## src/rtl/ov2640_sccb_sender.sv

```systemverilog
// SCCB 3-phase write engine that walks an external OV2640 register table.
// It frames each {DEV_ID, reg, value} write with START/STOP and holds the bus idle after a sensor soft reset.
module ov2640_sccb_sender #(
    parameter int unsigned CLK_DIV   = 250,
    parameter logic [7:0]  DEV_ID    = 8'h60,
    parameter logic [23:0] RST_DELAY = 24'd1_000_000
) (
    input  logic        clk,
    input  logic        rst_n,
    input  logic        start,
    input  logic [15:0] command,
    input  logic        finished,
    output logic        resend,
    output logic        advance,
    output logic        sioc,
    output logic        siod_o,
    output logic        siod_oe,
    output logic        busy,
    output logic        done,
    output logic [2:0]  dbg_state_o
);
    typedef enum logic [2:0] {
        ST_IDLE  = 3'd0,
        ST_GAP   = 3'd1,
        ST_LOAD  = 3'd2,
        ST_START = 3'd3,
        ST_BITS  = 3'd4,
        ST_STOP  = 3'd5,
        ST_DELAY = 3'd6,
        ST_DONE  = 3'd7
    } state_t;

    localparam logic [15:0] DIV_LAST       = 16'(CLK_DIV - 1);
    localparam logic [4:0]  BIT_LAST       = 5'd26;
    localparam logic [23:0] DLY_LAST       = RST_DELAY - 24'd1;
    localparam logic [15:0] SOFT_RESET_CMD = 16'h1280;

    state_t      state_q, state_d;
    logic [15:0] div_q, div_d;
    logic [1:0]  qtr_q, qtr_d;
    logic [4:0]  bit_q, bit_d;
    logic [23:0] dly_q, dly_d;
    logic [26:0] shift_q, shift_d;
    logic        soft_rst_q, soft_rst_d;
    logic        resend_q, resend_d;
    logic        advance_q, advance_d;
    logic        sioc_q, siod_q, oe_q;
    logic [2:0]  bus_d;
    logic        q_end;
    logic        last_qtr;

    // Bus levels {sioc, siod_o, siod_oe} for a given position in the frame.
    // Released positions drive siod_o high so the pad value matches the pull-up.
    function automatic logic [2:0] bus_levels(input state_t st, input logic [1:0] qtr,
                                              input logic [4:0] bit_idx, input logic bit_val);
        logic       dont_care;
        logic [2:0] lv;
        dont_care = (bit_idx == 5'd8) || (bit_idx == 5'd17) || (bit_idx == 5'd26);
        lv        = 3'b110;
        case (st)
            ST_START: begin
                case (qtr)
                    2'd0:    lv = 3'b111;
                    2'd1:    lv = 3'b101;
                    2'd2:    lv = 3'b101;
                    default: lv = 3'b001;
                endcase
            end
            ST_BITS:  lv = {qtr[1], bit_val | dont_care, ~dont_care};
            ST_STOP: begin
                case (qtr)
                    2'd0:    lv = 3'b001;
                    2'd1:    lv = 3'b101;
                    default: lv = 3'b110;
                endcase
            end
            default:  lv = 3'b110;
        endcase
        return lv;
    endfunction

    always_comb begin
        state_d    = state_q;
        div_d      = div_q;
        qtr_d      = qtr_q;
        bit_d      = bit_q;
        dly_d      = dly_q;
        shift_d    = shift_q;
        soft_rst_d = soft_rst_q;
        resend_d   = 1'b0;
        advance_d  = 1'b0;
        q_end      = (div_q == DIV_LAST);
        last_qtr   = q_end && (qtr_q == 2'd3);

        if (state_q inside {ST_GAP, ST_START, ST_BITS, ST_STOP}) begin
            if (q_end) begin
                div_d = '0;
                qtr_d = qtr_q + 2'd1;
            end else begin
                div_d = div_q + 16'd1;
            end
        end

        case (state_q)
            ST_IDLE, ST_DONE: begin
                if (start) begin
                    state_d  = ST_GAP;
                    resend_d = 1'b1;
                    div_d    = '0;
                    qtr_d    = '0;
                end
            end
            ST_GAP: begin
                if (last_qtr) state_d = ST_LOAD;
            end
            ST_LOAD: begin
                div_d = '0;
                qtr_d = '0;
                if (finished) begin
                    state_d = ST_DONE;
                end else begin
                    // Don't-care slots are latched as 1 so siod_o mirrors the released line.
                    shift_d    = {DEV_ID, 1'b1, command[15:8], 1'b1, command[7:0], 1'b1};
                    soft_rst_d = (command == SOFT_RESET_CMD);
                    state_d    = ST_START;
                end
            end
            ST_START: begin
                if (last_qtr) begin
                    state_d = ST_BITS;
                    bit_d   = '0;
                end
            end
            ST_BITS: begin
                if (last_qtr) begin
                    if (bit_q == BIT_LAST) begin
                        state_d = ST_STOP;
                    end else begin
                        bit_d   = bit_q + 5'd1;
                        shift_d = {shift_q[25:0], 1'b0};
                    end
                end
            end
            ST_STOP: begin
                if (last_qtr) begin
                    state_d = ST_DELAY;
                    dly_d   = '0;
                end
            end
            ST_DELAY: begin
                // Ordinary writes spend a single idle clk here, which sets the write-to-write spacing.
                if (dly_q == (soft_rst_q ? DLY_LAST : 24'd0)) begin
                    state_d   = ST_GAP;
                    advance_d = 1'b1;
                    div_d     = '0;
                    qtr_d     = '0;
                end else begin
                    dly_d = dly_q + 24'd1;
                end
            end
            default: state_d = ST_IDLE;
        endcase

        bus_d = bus_levels(state_d, qtr_d, bit_d, shift_d[26]);
    end

    always_ff @(posedge clk) begin
        if (!rst_n) begin
            state_q    <= ST_IDLE;
            div_q      <= '0;
            qtr_q      <= '0;
            bit_q      <= '0;
            dly_q      <= '0;
            shift_q    <= '0;
            soft_rst_q <= 1'b0;
            resend_q   <= 1'b0;
            advance_q  <= 1'b0;
            sioc_q     <= 1'b1;
            siod_q     <= 1'b1;
            oe_q       <= 1'b0;
        end else begin
            state_q    <= state_d;
            div_q      <= div_d;
            qtr_q      <= qtr_d;
            bit_q      <= bit_d;
            dly_q      <= dly_d;
            shift_q    <= shift_d;
            soft_rst_q <= soft_rst_d;
            resend_q   <= resend_d;
            advance_q  <= advance_d;
            sioc_q     <= bus_d[2];
            siod_q     <= bus_d[1];
            oe_q       <= bus_d[0];
        end
    end

    assign resend      = resend_q;
    assign advance     = advance_q;
    assign sioc        = sioc_q;
    assign siod_o      = siod_q;
    assign siod_oe     = oe_q;
    assign busy        = (state_q != ST_IDLE) && (state_q != ST_DONE);
    assign done        = (state_q == ST_DONE);
    assign dbg_state_o = state_q;

endmodule
```

## config.mk

```make
export PLATFORM = sky130hd
export DESIGN_NAME = ov2640_sccb_sender
export DESIGN_NICKNAME = d
export VERILOG_FILES = /design/src/rtl/ov2640_sccb_sender.sv
export SDC_FILE = /design/constraint.sdc
export NUM_CORES = 1
export LEC_CHECK = 0
export CAP_MARGIN = 10
export CORE_MARGIN = 10
export CORE_UTILIZATION = 23
export DETAILED_ROUTE_END_ITERATION = 8
export GPL_TIMING_DRIVEN = 0
export HOLD_SLACK_MARGIN = 0.08
export PLACE_DENSITY = 0.43
export SETUP_SLACK_MARGIN = 0.2
export SLEW_MARGIN = 10
export SYNTH_ARGS = -nofsm -noshare
export SYNTH_HDL_FRONTEND = slang
export SYNTH_SLANG_ARGS = --single-unit
```

## constraint.sdc

```tcl
create_clock -name clk -period 8.19 [get_ports clk]
set_input_delay 1.638 -clock clk [delete_from_list [all_inputs] [get_ports clk]]
set_output_delay 1.638 -clock clk [all_outputs]
set_load 0.1 [all_outputs]
```

==> results.json <==
{
  "synth-simple-area-share_pct": 29.56,
  "postRouteAntennaNets": 0,
  "cp.arrival_ps": 2820,
  "status": "completed",
  "pin_count": 30,
  "place_inst": 743,
  "multi_input_area_mm2": 0.002172,
  "crit_path_start_kind": "flip-flop",
  "root_buffer": "clkbuf_16",
  "timing.rr.end": "siod_oe$_SDFF_PN0_",
  "ys_top_cells_by_area": "dfxtp_1 42%, nor2_1 5.9%, nand2_1 5.6%, a21oi_1 5.2%, xor2_1 4.0%",
  "yosys_register_bits": 83,
  "setup.worst_path.start": "dbg_state_o[1]$_SDFF_PN0_",
  "synthAdderAreaFrac_pct": 1.889,
  "grtUsageTotal_pct": 9.363,
  "p_comb_share_pct": 5.0,
  "die_y_um": 151.5,
  "worstMarginPinSlew_ps": 1278,
  "async_flop_share_pct": 0,
  "via_count": 3570,
  "initial_core_util_pct": 23.22,
  "ys_types": 53,
  "crit-reg2reg-launch": "div_q[9]$_SDFF_PN0_",
  "p_per_area_mw_per_mm2": 188.6,
  "synth_compound_area_share_pct": 16.15,
  "drive_gt1_share_pct": 6.180,
  "die-width_um": 151.5,
  "drc": 0,
  "post_cts_buffers": 0,
  "io_buffers": 29,
  "reg2reg_depth": 8,
  "skew_ps": 4.118,
  "clock_sinks": 83,
  "min_path_type": "flip-flop to flip-flop",
  "insertedDiodeCount": 0,
  "path_clk_slew_ps": 60,
  "htreeDepth": 3,
  "postSynthCellCount": 489,
  "synthesis.nets": 515,
  "crit_cells": 5,
  "synth_top_family_by_area": "simple AND/OR/NAND/NOR gates",
  "dp_hpwl_mm": 7.573,
  "rsz0062_at_grt": "false",
  "r2r_slack_ps": 4710,
  "yosysWarnings": 0,
  "via_per_inst": 4.704,
  "grt_max_degree": 14,
  "power.switching_w": 0.0001968,
  "synth.largest_area_cell": "dfxtp_1",
  "grt.overflow.total": 0,
  "cp_slowest_cell": "clkdlybuf4s50_1",
  "wl_mm": 10.33,
  "cp_top_family": "buffers and inverters",
  "cpPeakStageDelay_ps": 1210,
  "ys_seq_area_share_pct": 41.80,
  "crit_end": "busy",
  "synth.area.mux_share_pct": 0.2833,
  "drtIter0Drc": 163,
  "final_nets": 555,
  "synth_xor_xnor_area_share_pct": 6.610,
  "grt_pass1_wl_mm": 17.24,
  "path_cells": "clkbuf_8 > clkbuf_1 > and3_1 > nor2_1 > clkdlybuf4s50_1",
  "cp_max_fo": 10,
  "switching_share_pct": 21.31,
  "rows": 48,
  "coreArea_mm2": 0.01712,
  "slew_headroom_pct": 14.04,
  "area_growth_pct": 23.17,
  "avgSynthCellArea_um2": 8.129,
  "finalWorstSetupSlack_ps": 3727,
  "p_leak_nw": 1.592,
  "syn-cell-area_mm2": 0.003975,
  "crit_path_end_kind": "output pin",
  "cts_tree": "done",
  "clk_latency_ps": 340,
  "cts_resized": 0,
  "synth_ff_type": "dfxtp_1",
  "seq_power_share_pct": 44.0,
  "dieArea_mm2": 0.02294,
  "antenna_found_initial": 0,
  "ff_latch_area_mm2": 0.001662,
  "path_buf_inv": 3,
  "cts_buffers": 9,
  "criticalPathCategory": "flip-flop to output pin",
  "min_period_ps": 4463,
  "synth_top_area_share_pct": 41.80,
  "timing.final.crit_share_pct": 54.49,
  "setup_tns_ps": 0,
  "finalNonFillerCells": 759,
  "synth_edf_count": 0,
  "cts_buffer_depth": 2,
  "wl_per_cell_um": 13.62,
  "cp.required_ps": 6550,
  "power.internal_w": 0.0007266,
  "vdd_drop_max_mv": 0.09205,
  "place_ws_ps": 4084,
  "final_max_slew_viol_count": 0,
  "first_global_vias": 3474,
  "fillers": 1838,
  "place.gp.congestion": 0.8465,
  "max-cap-violations": 0,
  "setup_viol": 0,
  "dr.pass1.iters": 5,
  "finalHoldViolations": 0,
  "pwr-share-clk_pct": 51.1,
  "cts_hold_buf": 0,
  "max_freq_mhz": 224.1
}
## power groups by stage
stage / registers [W] / clock network [W] / logic, W
after floorplan: 0.000420 / 0 / 0.0000196
after global placement: 0.000415 / 0 / 0.0000460
after detailed placement: 0.000415 / 0 / 0.0000464
after CTS: 0.000406 / 0.000486 / 0.0000465
after global routing: 0.000406 / 0.000503 / 0.0000498
final: 0.000406 / 0.000471 / 0.0000458
## worst min-delay path by stage
stage | startpoint | to | slack (ps) | cells after the start
floorplan | shift_q[10]$_SDFFE_PN0P_ | shift_q[10]$_SDFFE_PN0P_ | 440 | 2
global placement | shift_q[17]$_SDFFE_PN0P_ | shift_q[17]$_SDFFE_PN0P_ | 440 | 2
detailed placement | shift_q[8]$_SDFFE_PN0P_ | shift_q[8]$_SDFFE_PN0P_ | 450 | 2
CTS | shift_q[8]$_SDFFE_PN0P_ | shift_q[8]$_SDFFE_PN0P_ | 450 | 2
global route | shift_q[8]$_SDFFE_PN0P_ | shift_q[8]$_SDFFE_PN0P_ | 480 | 2
finish | shift_q[8]$_SDFFE_PN0P_ | shift_q[8]$_SDFFE_PN0P_ | 450 | 2
## synthesized netlist by cell type (2+ instances only)
cell type and count:
a22oi_1 18, nor3b_1 3, nor4b_1 2, or3_1 8, or4_4 2, nand4_1 9, nor3_1 11, a31oi_1 6
ha_1 6, o211a_1 2, inv_1 8, and2_1 8, xnor2_1 12, and3_1 8, nand3_1 26, a211oi_1 3
dfxtp_1 83, nand2_1 59, a21oi_1 41, or4_1 4, clkbuf_1 19, xor2_1 18, nand2b_1 6, o211ai_1 4
clkbuf_8 3, nor2_1 62, or2_2 2, o21ai_0 18, nor4_1 9, o31ai_1 3, and4_1 4
## area by class of cell
class / instances / share of cell area (%)
plain buffers: 23 / 2.402
inverters: 8 / 0.6133
multi-input cells: 375 / 44.36
clock buffers: 11 / 4.958
flip-flops and latches: 83 / 33.94
repair buffers: 29 / 5.929
clock inverters: 5 / 2.044
well taps: 225 / 5.750
## cell usage in the layout (no fill, tap or decap), drive strengths merged, types with 9 or more instances in the layout
cell type,count
a21oi,41
a22oi,18
and2,9
and3,9
clkbuf,33
clkdlybuf4s50,29
dfxtp,83
nand2,60
nand3,26
nand4,9
nor2,63
nor3,11
nor4,9
o21ai,18
xnor2,12
xor2,18
## flip-flops by register name, indices dropped and copies added (netlist names)
register	count
shift_q	27
siod_oe	1
bit_q	5
advance	1
div_q	16
resend	1
dly_q	24
siod_o	1
dbg_state_o	3
soft_rst_q	1
sioc	1
qtr_q	2
## cell families (layout without fill, tap and decap cells)
group / after synthesis / count (layout)
muxes: 1 / 1
xor gates and xnor gates: 30 / 30
DFF: 83 / 83
buffers and inverters: 31 / 76
and+or+nand+nor: 234 / 234
AOI/OAI and AO/OA: 104 / 104
adders and majority gates: 6 / 6
## worst reg2reg max path, delay by kind of cell (launching register included)
kind            cells  cell delay, ps
compound gates      4             890
flops               1             350
simple gates        4            2100
## through the flow
stage / total power (W) / area, um2 / hold slack (ps) / utilization [%]
6_report: 0.0009233 / 4896 / 452.8 / 28.60
5_1_grt: 0.0009591 / 4896 / 476.1 / 28.60
2_1_floorplan: 0.0004398 / 3975 / 436.0 / -
3_3_place_gp: 0.0004612 / 4547 / 443.3 / 26.56
3_5_place_dp: 0.0004616 / 4553 / 446.7 / 26.60
4_1_cts: 0.0009385 / 4896 / 454.9 / 28.60
## metal layers
| layer | wire, um | global-route usage (%) | vias to the layer above |
|---|---|---|---|
| met5 | 0 | 0 | - |
| met4 | 117 | 2.936 | 0 |
| met3 | 422 | 3.148 | 11 |
| met2 | 4708 | 15.17 | 50 |
| met1 | 5087 | 11.46 | 1693 |
| li1 | - | - | 1816 |
No activity file was read; power rests on OpenSTA's default activity.
